## src/rtl/phoenix_pkg.sv

```systemverilog
// Shared types and default frame counts for the coin/start sequencer.
package phoenix_pkg;

  typedef enum logic [2:0] {
    ST_IDLE,
    ST_COIN,
    ST_GAP,
    ST_START,
    ST_RELEASE
  } state_t;

  typedef enum logic [1:0] {
    SEL_NONE,
    SEL_1P,
    SEL_2P
  } sel_t;

  localparam int DEF_COIN_FRAMES  = 4;
  localparam int DEF_GAP_FRAMES   = 8;
  localparam int DEF_START_FRAMES = 4;

  function automatic logic [1:0] sel_to_btn(input sel_t s);
    case (s)
      SEL_1P:  return 2'b01;
      SEL_2P:  return 2'b10;
      default: return 2'b00;
    endcase
  endfunction

endpackage

```

## src/rtl/coin_start_ctrl.sv

```systemverilog
// Turns player start / coin requests into frame-timed coin pulses followed by
// a start-button press toward the core, timed off vblank rising edges.
module coin_start_ctrl
  import phoenix_pkg::*;
#(
  parameter int COIN_FRAMES  = DEF_COIN_FRAMES,
  parameter int GAP_FRAMES   = DEF_GAP_FRAMES,
  parameter int START_FRAMES = DEF_START_FRAMES
) (
  input  logic       clk,
  input  logic       reset,
  input  logic       vblank,
  input  logic [1:0] start_req,
  input  logic       coin_req,
  output logic       btn_coin,
  output logic [1:0] btn_player_start,
  output logic       busy
);

  if (COIN_FRAMES < 1 || COIN_FRAMES > 15) begin : g_bad_coin
    $error("coin_start_ctrl: COIN_FRAMES must be 1..15");
  end
  if (GAP_FRAMES < 1 || GAP_FRAMES > 15) begin : g_bad_gap
    $error("coin_start_ctrl: GAP_FRAMES must be 1..15");
  end
  if (START_FRAMES < 1 || START_FRAMES > 15) begin : g_bad_start
    $error("coin_start_ctrl: START_FRAMES must be 1..15");
  end

  localparam logic [3:0] COIN_N  = 4'(COIN_FRAMES);
  localparam logic [3:0] GAP_N   = 4'(GAP_FRAMES);
  localparam logic [3:0] START_N = 4'(START_FRAMES);

  logic       armed;
  logic       vblank_q;
  logic [1:0] start_q;
  logic       coin_q;

  state_t     state, state_n;
  logic [3:0] cnt, cnt_n;
  logic [1:0] coins_left, coins_n;
  sel_t       sel, sel_n;
  logic       coin_n;
  logic [1:0] start_btn_n;
  logic       busy_n;

  logic       tick;
  logic [1:0] start_edge;
  logic       coin_edge;

  // armed masks the first clk after reset so levels held through reset are
  // captured into the copies instead of being seen as fresh edges.
  assign tick       = armed & vblank & ~vblank_q;
  assign start_edge = {2{armed}} & start_req & ~start_q;
  assign coin_edge  = armed & coin_req & ~coin_q;

  always_comb begin
    state_n = state;
    cnt_n   = cnt;
    coins_n = coins_left;
    sel_n   = sel;

    case (state)
      ST_IDLE: begin
        cnt_n = 4'd0;
        if (start_edge[1]) begin
          coins_n = 2'd2;
          sel_n   = SEL_2P;
          state_n = ST_COIN;
        end else if (start_edge[0]) begin
          coins_n = 2'd1;
          sel_n   = SEL_1P;
          state_n = ST_COIN;
        end else if (coin_edge) begin
          coins_n = 2'd1;
          sel_n   = SEL_NONE;
          state_n = ST_COIN;
        end
      end
      ST_COIN: begin
        if (cnt == COIN_N) begin
          coins_n = coins_left - 2'd1;
          state_n = ST_GAP;
        end else if (tick) begin
          cnt_n = cnt + 4'd1;
        end
      end
      ST_GAP: begin
        if (cnt == GAP_N) begin
          if (coins_left != 2'd0)  state_n = ST_COIN;
          else if (sel != SEL_NONE) state_n = ST_START;
          else                      state_n = ST_IDLE;
        end else if (tick) begin
          cnt_n = cnt + 4'd1;
        end
      end
      ST_START: begin
        if (cnt == START_N) state_n = ST_RELEASE;
        else if (tick)      cnt_n = cnt + 4'd1;
      end
      ST_RELEASE: begin
        cnt_n = 4'd0;
        if (start_req == 2'b00 && !coin_req) state_n = ST_IDLE;
      end
      default: state_n = ST_IDLE;
    endcase

    // Every state starts its frame count from zero; a tick on the entry clk
    // is deliberately lost.
    if (state_n != state) cnt_n = 4'd0;

    coin_n      = (state_n == ST_COIN);
    start_btn_n = (state_n == ST_START) ? sel_to_btn(sel_n) : 2'b00;
    busy_n      = (state_n != ST_IDLE);
  end

  always_ff @(posedge clk or posedge reset) begin
    if (reset) begin
      armed            <= 1'b0;
      vblank_q         <= 1'b0;
      start_q          <= 2'b00;
      coin_q           <= 1'b0;
      state            <= ST_IDLE;
      cnt              <= 4'd0;
      coins_left       <= 2'd0;
      sel              <= SEL_NONE;
      btn_coin         <= 1'b0;
      btn_player_start <= 2'b00;
      busy             <= 1'b0;
    end else begin
      armed            <= 1'b1;
      vblank_q         <= vblank;
      start_q          <= start_req;
      coin_q           <= coin_req;
      state            <= state_n;
      cnt              <= cnt_n;
      coins_left       <= coins_n;
      sel              <= sel_n;
      btn_coin         <= coin_n;
      btn_player_start <= start_btn_n;
      busy             <= busy_n;
    end
  end

endmodule

```

## config.mk

```make
export PLATFORM = sky130hd
export DESIGN_NAME = coin_start_ctrl
export DESIGN_NICKNAME = d
export VERILOG_FILES = /design/src/rtl/phoenix_pkg.sv /design/src/rtl/coin_start_ctrl.sv
export SDC_FILE = /design/constraint.sdc
export NUM_CORES = 1
export LEC_CHECK = 0
export ABC_AREA = 1
export ABC_CLOCK_PERIOD_IN_PS = 1650
export CORE_MARGIN = 2
export CORE_UTILIZATION = 55
export CTS_BUF_LIST = sky130_fd_sc_hd__clkbuf_16
export CTS_CLUSTER_SIZE = 28
export DETAILED_ROUTE_END_ITERATION = 10
export MAX_ROUTING_LAYER = met4
export PLACE_DENSITY = 0.83
export SYNTH_ARGS = -nofsm -noshare
export SYNTH_HDL_FRONTEND = slang
export SYNTH_SLANG_ARGS = --single-unit
```

## constraint.sdc

```tcl
create_clock -name clk -period 1.65 [get_ports clk]
set_input_delay 0.33 -clock clk [delete_from_list [all_inputs] [get_ports clk]]
set_output_delay 0.33 -clock clk [all_outputs]
set_load 0.005 [all_outputs]
```

==> impl_metrics.ini <==
[worst_setup_path]
crit_path_start = cnt[0]
crit_path_start_kind = register
cp-end-kind = register
critPathCapture = btn_player_start[1]
r2r-start = cnt[0]
worstPathArrival_ns = 1.73
path_class = reg -> reg
critical_path.max_fanout = 4
crit-reg2reg-capture = btn_player_start[1]
reg2reg_setup_slack_ns = 0.05
cp.required_ns = 1.78
reg2reg_depth = 10

[power]
p_leak_nw = 0.6525
irDropWorstVdd_mv = 0.9541
finalPower_mw = 2.001
p_per_area_mw_per_mm2 = 1496

[floorplanning]
num_io_pins = 10
row_count = 15
core_sq_mm = 0.001783
dieArea_sq_mm = 0.002304
die_y_um = 48
start_util_pct = 59.72
fp.dieW_um = 48

[detailed_routing]
wirelength_um = 2190
drc_errors = 0
vias_per_cell = 5.229
firstDrtPassIters = 5
dr.first_iter.drc_count = 38
vias = 936
ant_nets = 0
post_drt_wl_per_cell_um = 12.23

[synth]
synth_area_sq_mm = 0.001065
synth_top_area_share_pct = 47.00
synth.net_count = 143
ys_warn_count = 0
synth_top_cell_by_area = dfrtp_1
ys_seq_area_share_pct = 47.00
syn_avg_cell_area_sq_um = 7.946
ys_seq_elements = 20
yosys-top-cells-area = dfrtp_1 47%, nand2_1 9.9%, inv_1 8.1%, nor2_1 5.3%, nand3_2 4.7%
netlist_instances = 134
synth_cell_type_count = 21

[timing]
min_period_ns = 1.605
whs_ns = 0.3934
drv_slew = 0
max_freq_mhz = 623.2
setup_violations = 0
final_hold_viol_count = 0
skew_ns = 0.003029
totalNegativeSetupSlack_ns = 0
min_period_over_period_pct = 97.24
rsz0062_at_grt = yes
fin_ws_ns = 0.04549

[placement]
place_inst = 170
io_buffers = 9
finalWeightedCongestion = 0.8685
hpwl_um = 1471
pre_cts_slack_ns = -0.05082

[run]
max_cap_violations = 0

[finish]
nets = 164
fill_cells = 123
stdcell_count = 179
antenna_cells = 0
layout-drive-gt1-share_pct = 19.48
area_delta_synth_final_pct = 25.62

[clocking]
cts_tree = built
clkSlewWorstSetupHoldPaths_ns = 0.05
cts.sinks = 20
clk_latency_ns = 0.25
cts_buffers = 3
cts_hold_buf = 0
clock_path_buffers = 2
h-tree-depth = 1
clock-root-buffer = clkbuf_16

[global_routing]
gr-usage-met1_pct = 26.76
grtUsageTotal_pct = 21.98
gr-total-overflow = 0
use_met2_pct = 35.47
grt_util_met3_pct = 4.906
grt_antenna_before_repair = 0
grt_first_pass_wirelength_um = 3353
grt_max_degree = 21
busiest_layer = met2
grt_pass1_vias = 821

[hold_path]
hold_path_class = in -> async

[run_status]
status = complete, no violations
==> worst min path at each step <==
stage / start / end / slack, ns / cells past startpoint
after floorplan: reset / armed / 0.29 / 1
after global placement: coins_left[0] / coins_left[0] / 0.47 / 2
after detailed placement: coins_left[0] / coins_left[0] / 0.47 / 2
after CTS: reset / armed / 0.41 / 3
after global routing: reset / cnt[1] / 0.44 / 3
final: reset / cnt[1] / 0.39 / 3
==> cell families (layout without fill, tap and decap cells) <==
kind of cell / count (synthesis) / count (layout) / synth area share [%]
and+or+nand+nor: 67 / 67 / 30.90
buffers and inverters: 24 / 44 / 8.460
DFF: 20 / 20 / 47.00
AOI/OAI and AO/OA: 19 / 19 / 9.753
adders and majority gates: 3 / 3 / 3.526
other: 1 / 1 / 0.3522
==> sequential cells by signal (all words and copies together), names as in the netlist <==
name and count:
state 3, start_q 2, vblank_q 1, cnt 4, busy 1, btn_coin 1, armed 1, btn_player_start 2
coins_left 2, sel 2, coin_q 1
==> critical path, stage by stage, from the launching register on <==
cell	delay [ns]
dfrtp_1	0.42
inv_2	0.10
ha_4	0.14
nand2_2	0.06
nor2_4	0.16
nor2_2	0.07
nor2_2	0.11
buf_4	0.13
nand3_2	0.10
nand2_1	0.13
nor3_2	0.06
==> routing by layer <==
layer / part of all wire [%] / vias to the layer above
met1: 42 / 420
met4: 2.8 / 0
li1: - / 459
met5: 0 / -
met3: 7.6 / 9
met2: 48 / 48
==> layout by cell type (no fill, tap or decap), types with 2 or more instances in the layout <==
cell type	n
ha_1	2
clkbuf_16	3
nor2_1	14
inv_1	21
nand3_1	8
nand2_2	2
o21ai_1	2
nand3_2	5
inv_2	3
dfrtp_1	20
o21ai_2	2
clkdlybuf4s50_1	9
a21oi_1	5
nor2_2	4
nor2_4	2
nand2_1	28
o21ai_0	9
buf_4	7
==> through the flow <==
stage               util (%)  area, sq um
global placement       67.37         1201
CTS                    71.79         1280
floorplan                  -         1065
finish                 75.02         1338
global route           75.02         1338
detailed placement     67.37         1201
==> cells in the mapped netlist (all sizes together) <==
| cell type | number |
|---|---|
| nand2 | 30 |
| inv | 24 |
| dfrtp | 20 |
| nor2 | 20 |
| nand3 | 13 |
| o21ai | 13 |
| a21oi | 5 |
| ha | 3 |
| nor3 | 2 |
| a31oi | 1 |
| conb | 1 |
| nand3b | 1 |
| nand4 | 1 |
==> power by group <==
part	switching, mW	internal [mW]	leakage, nW
Combinational	0.462	0.336	0.369
Clock	0.169	0.322	0.0385
Sequential	0.0989	0.612	0.245
==> area by class of cell <==
class                      count  area (sq um)  area share [%]
multi-input combinational     90         494.2           36.95
sequential                    20         500.5           37.42
clock inverter                 1         3.754          0.2806
tap                           25         31.28           2.339
inverter                      24         90.09           6.735
clock buffer                   3         75.07           5.613
timing repair buffer          16         142.6           10.66
==> what timing repair did <==
item	4_1_cts	5_1_grt
resized for setup	0	6
endpoints found under the setup margin	0	7
buffers inserted	0	5
Power figures use the tool's default switching activity.
